--- config.mk ---
export PLATFORM = sky130hd
export DESIGN_NAME = stopwatch_ctrl
export DESIGN_NICKNAME = d
export VERILOG_FILES = /design/src/rtl/stopwatch_ctrl.sv
export SDC_FILE = /design/constraint.sdc
export NUM_CORES = 1
export LEC_CHECK = 0
export ABC_AREA = 1
export CAP_MARGIN = 20
export CORE_AREA = 4 4 83 85
export CTS_CLUSTER_DIAMETER = 50
export DETAILED_ROUTE_END_ITERATION = 8
export DIE_AREA = 0 0 87 89
export HOLD_SLACK_MARGIN = 0.08
export PLACE_DENSITY = 0.73
export SLEW_MARGIN = 40
export SYNTH_ARGS = -nofsm -noshare
export SYNTH_HDL_FRONTEND = slang
export SYNTH_SLANG_ARGS = --single-unit
export TNS_END_PERCENT = 1
--- constraint.sdc ---
create_clock -name clk_50mHz -period 1.7 [get_ports clk_50mHz]
set_input_delay 0.34 -clock clk_50mHz [delete_from_list [all_inputs] [get_ports clk_50mHz]]
set_output_delay 0.34 -clock clk_50mHz [all_outputs]
set_load 0.02 [all_outputs]
--- src/rtl/stopwatch_ctrl.sv ---
// Run/pause/clear controller with a gated 1 Hz tick and a BCD mm:ss counter.
// A lap latch can freeze the displayed time while the live count keeps running.
module stopwatch_ctrl #(
   parameter int TICK_DIV = 50000000
) (
   input  logic       clk_50mHz,
   input  logic       rst,
   input  logic       btn_start,
   input  logic       btn_clear,
   input  logic       btn_lap,
   output logic [3:0] sec_ones,
   output logic [3:0] sec_tens,
   output logic [3:0] min_ones,
   output logic [3:0] min_tens,
   output logic       running,
   output logic       lap_hold,
   output logic       tick_1hz,
   output logic       wrap
);

   localparam int PW = $clog2(TICK_DIV);
   localparam logic [PW-1:0] PRE_LAST = PW'(TICK_DIV - 1);

   typedef enum logic [1:0] {ST_IDLE, ST_RUN, ST_PAUSE} state_e;

   typedef struct packed {
      logic [3:0] m10;
      logic [3:0] m1;
      logic [3:0] s10;
      logic [3:0] s1;
   } mmss_t;

   state_e        state_q, state_d;
   logic [PW-1:0] pre_q, pre_d;
   mmss_t         live_q, live_d;
   mmss_t         lap_q, lap_d;
   logic          lap_hold_q, lap_hold_d;
   logic          tick_q, tick_d;
   logic          wrap_q, wrap_d;

   // Ripple-carry BCD increment; every digit rolls over at its own limit.
   function automatic mmss_t bcd_inc(input mmss_t v);
      mmss_t r;
      r = v;
      if (v.s1 != 4'd9) r.s1 = v.s1 + 4'd1;
      else begin
         r.s1 = 4'd0;
         if (v.s10 != 4'd5) r.s10 = v.s10 + 4'd1;
         else begin
            r.s10 = 4'd0;
            if (v.m1 != 4'd9) r.m1 = v.m1 + 4'd1;
            else begin
               r.m1  = 4'd0;
               r.m10 = (v.m10 != 4'd5) ? v.m10 + 4'd1 : 4'd0;
            end
         end
      end
      return r;
   endfunction

   always_comb begin
      // NOTE: every _d gets a hold/default value first so no path infers a latch.
      state_d    = state_q;
      pre_d      = pre_q;
      live_d     = live_q;
      lap_d      = lap_q;
      lap_hold_d = lap_hold_q;
      tick_d     = 1'b0;
      wrap_d     = 1'b0;

      if (btn_clear) begin
         state_d    = ST_IDLE;
         pre_d      = '0;
         live_d     = '0;
         lap_hold_d = 1'b0;
      end else begin
         // The prescaler advances on every RUN edge, including a pausing one.
         if (state_q == ST_RUN) begin
            if (pre_q == PRE_LAST) begin
               pre_d  = '0;
               live_d = bcd_inc(live_q);
               tick_d = 1'b1;
               wrap_d = (live_q == 16'h5959);
            end else begin
               pre_d = pre_q + 1'b1;
            end
         end

         if (btn_lap) begin
            if (lap_hold_q && state_q != ST_IDLE) begin
               lap_hold_d = 1'b0;
            end else if (!lap_hold_q && state_q == ST_RUN) begin
               lap_d      = live_q;
               lap_hold_d = 1'b1;
            end
         end

         if (btn_start) begin
            case (state_q)
               ST_IDLE:  state_d = ST_RUN;
               ST_RUN:   state_d = ST_PAUSE;
               ST_PAUSE: state_d = ST_RUN;
               default:  state_d = ST_IDLE;
            endcase
         end
      end
   end

   always_ff @(posedge clk_50mHz) begin
      if (rst) begin
         state_q    <= ST_IDLE;
         pre_q      <= '0;
         live_q     <= '0;
         lap_q      <= '0;
         lap_hold_q <= 1'b0;
         tick_q     <= 1'b0;
         wrap_q     <= 1'b0;
      end else begin
         state_q    <= state_d;
         pre_q      <= pre_d;
         live_q     <= live_d;
         lap_q      <= lap_d;
         lap_hold_q <= lap_hold_d;
         tick_q     <= tick_d;
         wrap_q     <= wrap_d;
      end
   end

   mmss_t disp;
   assign disp     = lap_hold_q ? lap_q : live_q;
   assign sec_ones = disp.s1;
   assign sec_tens = disp.s10;
   assign min_ones = disp.m1;
   assign min_tens = disp.m10;
   assign running  = (state_q == ST_RUN);
   assign lap_hold = lap_hold_q;
   assign tick_1hz = tick_q;
   assign wrap     = wrap_q;

endmodule

==> metrics.md, run 1 <==
| Metric | Value |
|---|---|
| CTS Sinks | `63` |
| Antenna diodes | `0` |
| Overall power | `3.08 mW` |
| Average cell area after synthesis | `6.55 sq um` |
| Area delta synth->final | `24.8%` |
| Fillers | `550` |
| Clock Skews | `9.40 ps` |
| 1st-iter DRT viols | `172` |
| Area of the die | `0.00774 sq mm` |
| Worst-margin pin slew | `389 ps` |
| Leakage power | `1.48 nW` |
| IO Pins | `25` |
| Synth area leader | `dfxtp_1` |
| F_max | `584 MHz` |
| GRT Util Overall | `21.6%` |
| Failing checks | `negative setup slack` |
| Total grt overflow | `0` |
| # Post-CTS Setup Buffers | `0` |
| Largest net degree at the start of global routing | `33` |
| Final core occ | `65.7%` |
| Fin crit period | `1710 ps` |
| First-pass GRT wire length | `13200 um` |
| Clk_lat worst skew | `360 ps` |
| Final Cycle Share | `101%` |
| Yosys Warn Count | `0` |
| Longest Clk Path Bufs | `2` |
| Fin. max-slew vios | `0` |
| Via density | `5.04` |
| Worst slew margin | `74.0%` |
| CTS root buffer | `clkbuf_8` |
| Crit-path leading delay family | `buffers and inverters` |
| Crit-path max FO | `32` |
| RSZ-0062 raised after global routing | `yes` |
| Multi-input logic area | `0.00178 sq mm` |
| Pre-Repair DR Iteration Count | `4` |
| Layout cells sized above 1 | `13.7%` |
| Synth top area cells | `dfxtp_1 (39%), nand2_1 (14%), nor2_1 (8.7%)` |
| DR vias | `3215` |
| Setup Viol. Count Final | `1` |
| Gate Count Post-Synth | `499` |
| Number of routed nets with antenna violations | `0` |
| Nets | `563` |
| Die width | `87 um` |
| Min-delay worst type | `reg -> reg` |
| Core area | `0.00620 sq mm` |
| Power Density | `755 mW/mm^2` |
| Row count | `29` |
| WL final | `7720 um` |
| Register area share after synthesis | `38.6%` |
| Worst Path Buf+Inv | `2` |
| Post-Syn Area | `0.00327 sq mm` |
| Final worst slack | `-13.6 ps` |
| Port buffer count | `24` |
| Post-Syn Nets | `506` |
| WL/cell | `12.1 um` |
| Initial antenna violation count | `0` |
| Peak VDD IR | `0.454 mV` |
| Status | `finished, violations left` |
| Share of the synthesized area in the top cell type | `38.6%` |
| WP data arrival | `1370 ps` |
| CP Cell Sequence | `buf_12 > o21ai_0 > clkdlybuf4s15_1` |
| CP Launch Type | `flip-flop` |
| CP Class | `reg -> out` |
| CP max stage delay | `340 ps` |
| Num CTS Buffers | `9` |
| Max Cap Viol | `0` |
| Post-Layout Cell Count | `638` |
| Final hold violation count | `0` |
| Critical Path End Type | `primary output` |
| Synth unique cells | `30` |
| Placed Instances | `622` |
| Critical Path RT | `1360 ps` |
| Register area | `0.00126 sq mm` |
| Starting density of the core | `52.7%` |
| Yosys reg bits | `63` |
| Dpl hpwl | `5660 um` |
| Clock-pin transition on the worst setup and hold timing paths | `70 ps` |
| Slowest-stage cell, CP | `dfxtp_2` |
| Die height | `89 um` |
| DP Worst Slack | `-213 ps` |
| TritonCTS clock tree | `built` |
| Vias in the first global route | `3011` |
| Htree depth | `3` |
| GPL Wtd Cong | `0.839` |
| Drt drc | `0` |
==> sequential cells by signal (all words and copies together) (netlist names) <==
| register | count |
|---|---|
| state_q | 2 |
| live_q | 16 |
| tick_1hz | 1 |
| lap_hold | 1 |
| wrap | 1 |
| pre_q | 26 |
| lap_q | 16 |
==> stage by stage <==
stage	area (sq um)	setup TNS [ps]	hold WS (ps)
6_report	4080	-13.6	466
5_1_grt	4080	-968	485
4_1_cts	4030	-332	467
3_5_place_dp	3810	-2210	456
3_3_place_gp	3810	-1650	451
2_1_floorplan	3270	0	430
==> placed cells by master (no fill, tap or decap), types with 3 or more instances in the layout <==
master           Yosys  layout
xor2_1               9       9
a21oi_1             39      39
clkbuf_8             0      11
nor2_1              76      72
nand2_1            125     125
nand4_1             10      10
nor3_2               3       3
dfxtp_1             63      62
nor2_4               0       4
xnor2_1              3       3
clkdlybuf4s15_1      0      12
o21ai_0             31      31
nor2_2               3       3
buf_4                2      34
nor3_1              11      10
clkbuf_2             0       3
nand3_1             26      24
or2_0               14      14
inv_1               53      53
clkdlybuf4s50_1      0       6
==> tightest hold or removal path: cells and delay by family, from the launching register on <==
| kind | cells | cell delay (ps) |
|---|---|---|
| AND/OR/NAND/NOR | 1 | 60 |
| AO/OA/AOI/OAI | 1 | 50 |
| flip-flops | 1 | 310 |
==> cell usage after synthesis <==
master,instances
xor2_1,9
nand3b_1,2
inv_2,3
nor3_1,11
dfxtp_1,63
buf_6,2
and2_1,2
or2_0,14
nand2_2,1
xnor2_1,3
nand2_4,1
nand3_1,26
or2_4,1
nor3b_1,2
nand2_1,125
nor2_1,76
buf_2,2
ha_1,2
clkbuf_1,8
inv_1,53
nor3_2,3
nor2_2,3
a31oi_1,1
o21ai_1,1
buf_4,2
or2_2,2
nand4_1,10
a21oi_1,39
o21ai_0,31
and3b_1,1
==> worst paths after layout <==
kind / startpoint / to / slack, ps / cells after the start
hold / removal: lap_q[2] / lap_q[2] / 470 / 2
hold reg to reg: lap_q[2] / lap_q[2] / 470 / 2
setup reg to reg: state_q[0] / live_q[9] / 80 / 9
setup / recovery: lap_hold / min_tens[3] / -10 / 3
==> where the power goes <==
group / internal, mW / total (mW) / switching, mW
clock: 0.905 / 1.49 / 0.585
combinational: 0.0453 / 0.110 / 0.0644
sequential: 1.48 / 1.48 / 0.00335
total: 2.43 / 3.08 / 0.652
==> metal layers <==
layer | routed length, um | vias to the layer above | global-route usage [%]
li1 | - | 1696 | -
met4 | 141 | 0 | 9.49
met2 | 3690 | 58 | 37.4
met1 | 3520 | 1447 | 25.7
met5 | 0 | - | 0
met3 | 369 | 14 | 4.70
==> logic make-up after synthesis <==
group / Yosys count / synth area share (%)
simple gates: 280 / 37.6
compound gates: 72 / 11.1
buf+inv: 70 / 8.80
flops: 63 / 38.6
xor+xnor: 12 / 3.21
fa+ha+maj: 2 / 0.765
==> layout make-up <==
cell class,count,area share (%)
inverter,56,5.21
tap,77,2.36
timing repair buffer,60,12.4
clock inverter,3,1.60
sequential,63,31.0
clock buffer,13,3.90
multi-input combinational,366,43.6
==> repair_timing <==
item,in CTS,in global routing
resized for setup,38,22
hold buffers,0,0
endpoints found under the setup margin,22,44
cloned,0,0
pin swaps,0,2
Power figures use the tool's default switching activity.
==> inputs of run 2 (changes only) <==
--- a/config.mk
+++ b/config.mk
@@ -9,6 +9,7 @@
 export CAP_MARGIN = 20
 export CORE_AREA = 4 4 83 85
 export CTS_CLUSTER_DIAMETER = 50
+export CTS_CLUSTER_SIZE = 25
 export DETAILED_ROUTE_END_ITERATION = 8
 export DIE_AREA = 0 0 87 89
 export HOLD_SLACK_MARGIN = 0.08
==> results of run 2 <==
Final layout, timing and power as in run 1 (identical DEF).
==> variant 1 (settings of run 2) <==
`TICK_DIV`: 50000000 -> 12500000.
--- a/src/rtl/stopwatch_ctrl.sv
+++ b/src/rtl/stopwatch_ctrl.sv
@@ -2,5 +2,5 @@
 // A lap latch can freeze the displayed time while the live count keeps running.
 module stopwatch_ctrl #(
-   parameter int TICK_DIV = 50000000
+   parameter int TICK_DIV = 12500000
 ) (
    input  logic       clk_50mHz,
Check against the original RTL: no difference found for any inputs over 10 cycles, from zero or initial values and one cycle with rst high; that may be too few to reach the edited logic, so the function may still have changed.
==> variant 1 against run 2 <==
Total power fell by 4.2%; setup slack better by 42 ps; sequential power is 3% lower; wire length is 3.9% higher; area after synthesis down 2.0%; design area down 0.77%; clock power down 5%; register-to-register slack better by 30 ps; via count rose by 4.0%; combinational power decreased by 11%; sequential cell count fell by 2; critical endpoint is now min_ones[2].
==> variant 1: results (changes against run 2) <==
- ClkCell Share: 5.255% (-0.24 points)
- CLK BUF: 10 (-3)
- Clock Skew: 9.649 ps (+0.2476 ps)
- Detailed Route Iter0 Violations: 167 (-2.9%)
- Sequential cell area fraction in the yosys report: 38.10% (-0.48 points)
- Number of global-route vias before repair: 3049 (+1.3%)
- Share of layout cells above drive strength 1: 16.40% (+2.7 points)
- Worst-Margin Slew: 302.4 ps (-86.11 ps)
- Multi-input gate area: 0.001754 sq mm (-1.4%)
- Vias: 3345 (+4.0%)
- Seq group: 0.00144 W (-3%)
- VDD IR max: 520.7 uV (+15%)
- R2R depth: 11 (+2)
- Fillers: 562 (+2.2%)
- Distinct cells, synth: 25 (-17%)
- Sequential fraction of total cell area: 30.32% (-0.63 points)
- R2r endpoint: live_q[14]
- Nonclk inv count: 53 (-5.4%)
- Hold_ws: 468.0 ps (+1.963 ps)
- XOR/XNOR Fraction of Synth Area: 4.918% (+1.7 points)
- WP data arrival: 1330 ps (-40 ps)
- Hold Path Origin: lap_q[11]
- First-pass GRT wire length: 13310 um (+1.0%)
- Area contributors post-synth: dfxtp_1 38%, nand2_1 15%, nor2_1 9.7%
- GPL Wtd Cong: 0.8848 (+5.4%)
- Layout Utilization: 65.23% (-0.50 points)
- Post-synthesis adder-cell area fraction: 0.3903% (-0.38 points)
- Status: finished clean
- Multi-Input Combinational: 371 (+1.4%)
- FF-to-FF Start: pre_q[0]
- Drt first pass iters: 5 (+1)
- Placed instance area: 0.003831 sq mm (+0.53%)
- Placed cells: 628 (+0.96%)
- Largest net degree at the start of global routing: 30 (-9.1%)
- Worst slack, placed: -171.9 ps (+41.23 ps)
variant 1: changes by cell type in the layout (fill, tap and decap cells not counted), sizes merged, moves of 5 or more:
cell,before,now
buf,37,51
clkdlybuf4s15,12,4
nor2,79,86
xor2,9,16
a21oi,39,33
nand4,10,16
nand2,127,132
variant 1: worst max path at each step:
stage	startpoint	to	slack [ps]
after floorplan	lap_hold	min_ones[3]	130
after global placement	btn_lap	lap_q[12]	-120
after detailed placement	btn_lap	lap_q[7]	-170
after CTS	lap_hold	min_ones[1]	-100
after global routing	pre_q[0]	live_q[13]	-40
final	lap_hold	min_ones[2]	30
variant 1: layer usage:
metal,global-route usage [%],part of all wire [%],up-vias
met1,27.21,46,1535
met5,0,0,-
met4,8.924,2.0,0
met2,37.13,48,85
met3,4.055,4.2,17
li1,-,-,1708
variant 1: critical path, stage by stage, from the launching register on:
cell,delay (ps)
dfxtp_2,340
buf_12,150
o21ai_0,200
clkdlybuf4s15_2,290
==> variant 2 (settings of run 2) <==
Without the edit above. The 3 states of `state_e` get a one-hot encoding in 3 bits.
--- a/src/rtl/stopwatch_ctrl.sv
+++ b/src/rtl/stopwatch_ctrl.sv
@@ -22,5 +22,5 @@
    localparam logic [PW-1:0] PRE_LAST = PW'(TICK_DIV - 1);
 
-   typedef enum logic [1:0] {ST_IDLE, ST_RUN, ST_PAUSE} state_e;
+   typedef enum logic [2:0] {ST_IDLE = 3'b001, ST_RUN = 3'b010, ST_PAUSE = 3'b100} state_e;
 
    typedef struct packed {
Check against the original RTL: no difference found for any inputs over 10 cycles, from zero or initial values and one cycle with rst high; not proved beyond that.
==> variant 2 against run 2 <==
The run still ends with negative setup slack left; setup slack gained 9.3 ps; fmax grew 0.54%; area after synthesis grew 4.1%; design area grew 1.3%; die area is the same; via count grew 5.1%; sequential cell count grew 1; total power shrank 5.3%; core utilization grew 0.85 points; wire length grew 2.3%; critical path type unchanged; largest power group is now registers; highest routed layer unchanged.
==> variant 2: results (changes against run 2) <==
- Clock-net power: 0.00133 W (-11%)
- Combinational logic power: 0.0000828 W (-25%)
- Storage element area: 0.001282 sq mm (+1.6%)
- Setup TNS: -15.29 ps (-1.733 ps)
- FF-to-FF Start: state_q[0]
- # nets final: 585 (+3.9%)
- R2R Setup Slk: 110 ps (+30 ps)
- Fin worst setup slack: -4.304 ps (+9.255 ps)
- Non-clk buf share: 11.24% (-1.1 points)
- Met3 Use GR: 5.069% (+0.37 points)
- Failing checks: negative setup slack
- Setup violations, final: 4 (+3)
- Status: complete, but fails checks
- Mapped Nets: 533 (+5.3%)
- Multi-Input Combinational: 385 (+5.2%)
- Multi-input combinational area share: 44.88% (+1.3 points)
- Area contributors post-synth: dfxtp_1 38%, nand2_1 15%, nor2_1 8.2%
- First-pass GRT wire length: 13880 um (+5.3%)
- # resized after CTS: 42 (+11%)
- Number of global-route vias before repair: 3185 (+5.8%)
- Met1 usage: 27.35% (+1.7 points)
- Dpl hpwl: 5841 um (+3.1%)
- Vias: 3379 (+5.1%)
- Total track usage: 22.62% (+1.0 points)
- Placed instance area: 0.003913 sq mm (+2.7%)
- P_leak: 1.530 nW (+3.5%)
- ClkCell Share: 4.815% (-0.68 points)
- VDD IR max: 478.1 uV (+5.3%)
- Routed wl met2: 3694 um (+0.11%)
==> variant 2: worst min-delay path by stage <==
| stage | startpoint | endpoint | slack (ps) | cells after the start |
|---|---|---|---|---|
| final | lap_q[13] | lap_q[13] | 470 | 2 |
| after detailed placement | lap_q[13] | lap_q[13] | 450 | 2 |
| after floorplan | btn_start | state_q[2] | 430 | 1 |
| after CTS | lap_q[13] | lap_q[13] | 470 | 2 |
| after global placement | lap_q[13] | lap_q[13] | 450 | 2 |
| after global routing | lap_q[2] | lap_q[2] | 490 | 2 |
==> variant 2: kinds of logic after synthesis <==
logic type,count (synthesis),share of synthesized area (%)
simple gates,303,39.17
buf+inv,77,9.158
compound gates,69,10.41
flops,64,37.66
xor+xnor,10,2.575
fa+ha+maj,2,0.7354
mux,1,0.2942
==> variant 2: per-stage QoR <==
step | power (W) | instances
final | 0.002919 | 660
after global placement | 0.001617 | 644
after global routing | 0.003025 | 660
after CTS | 0.002951 | 660
after detailed placement | 0.001618 | 644
after floorplan | 0.001581 | 526
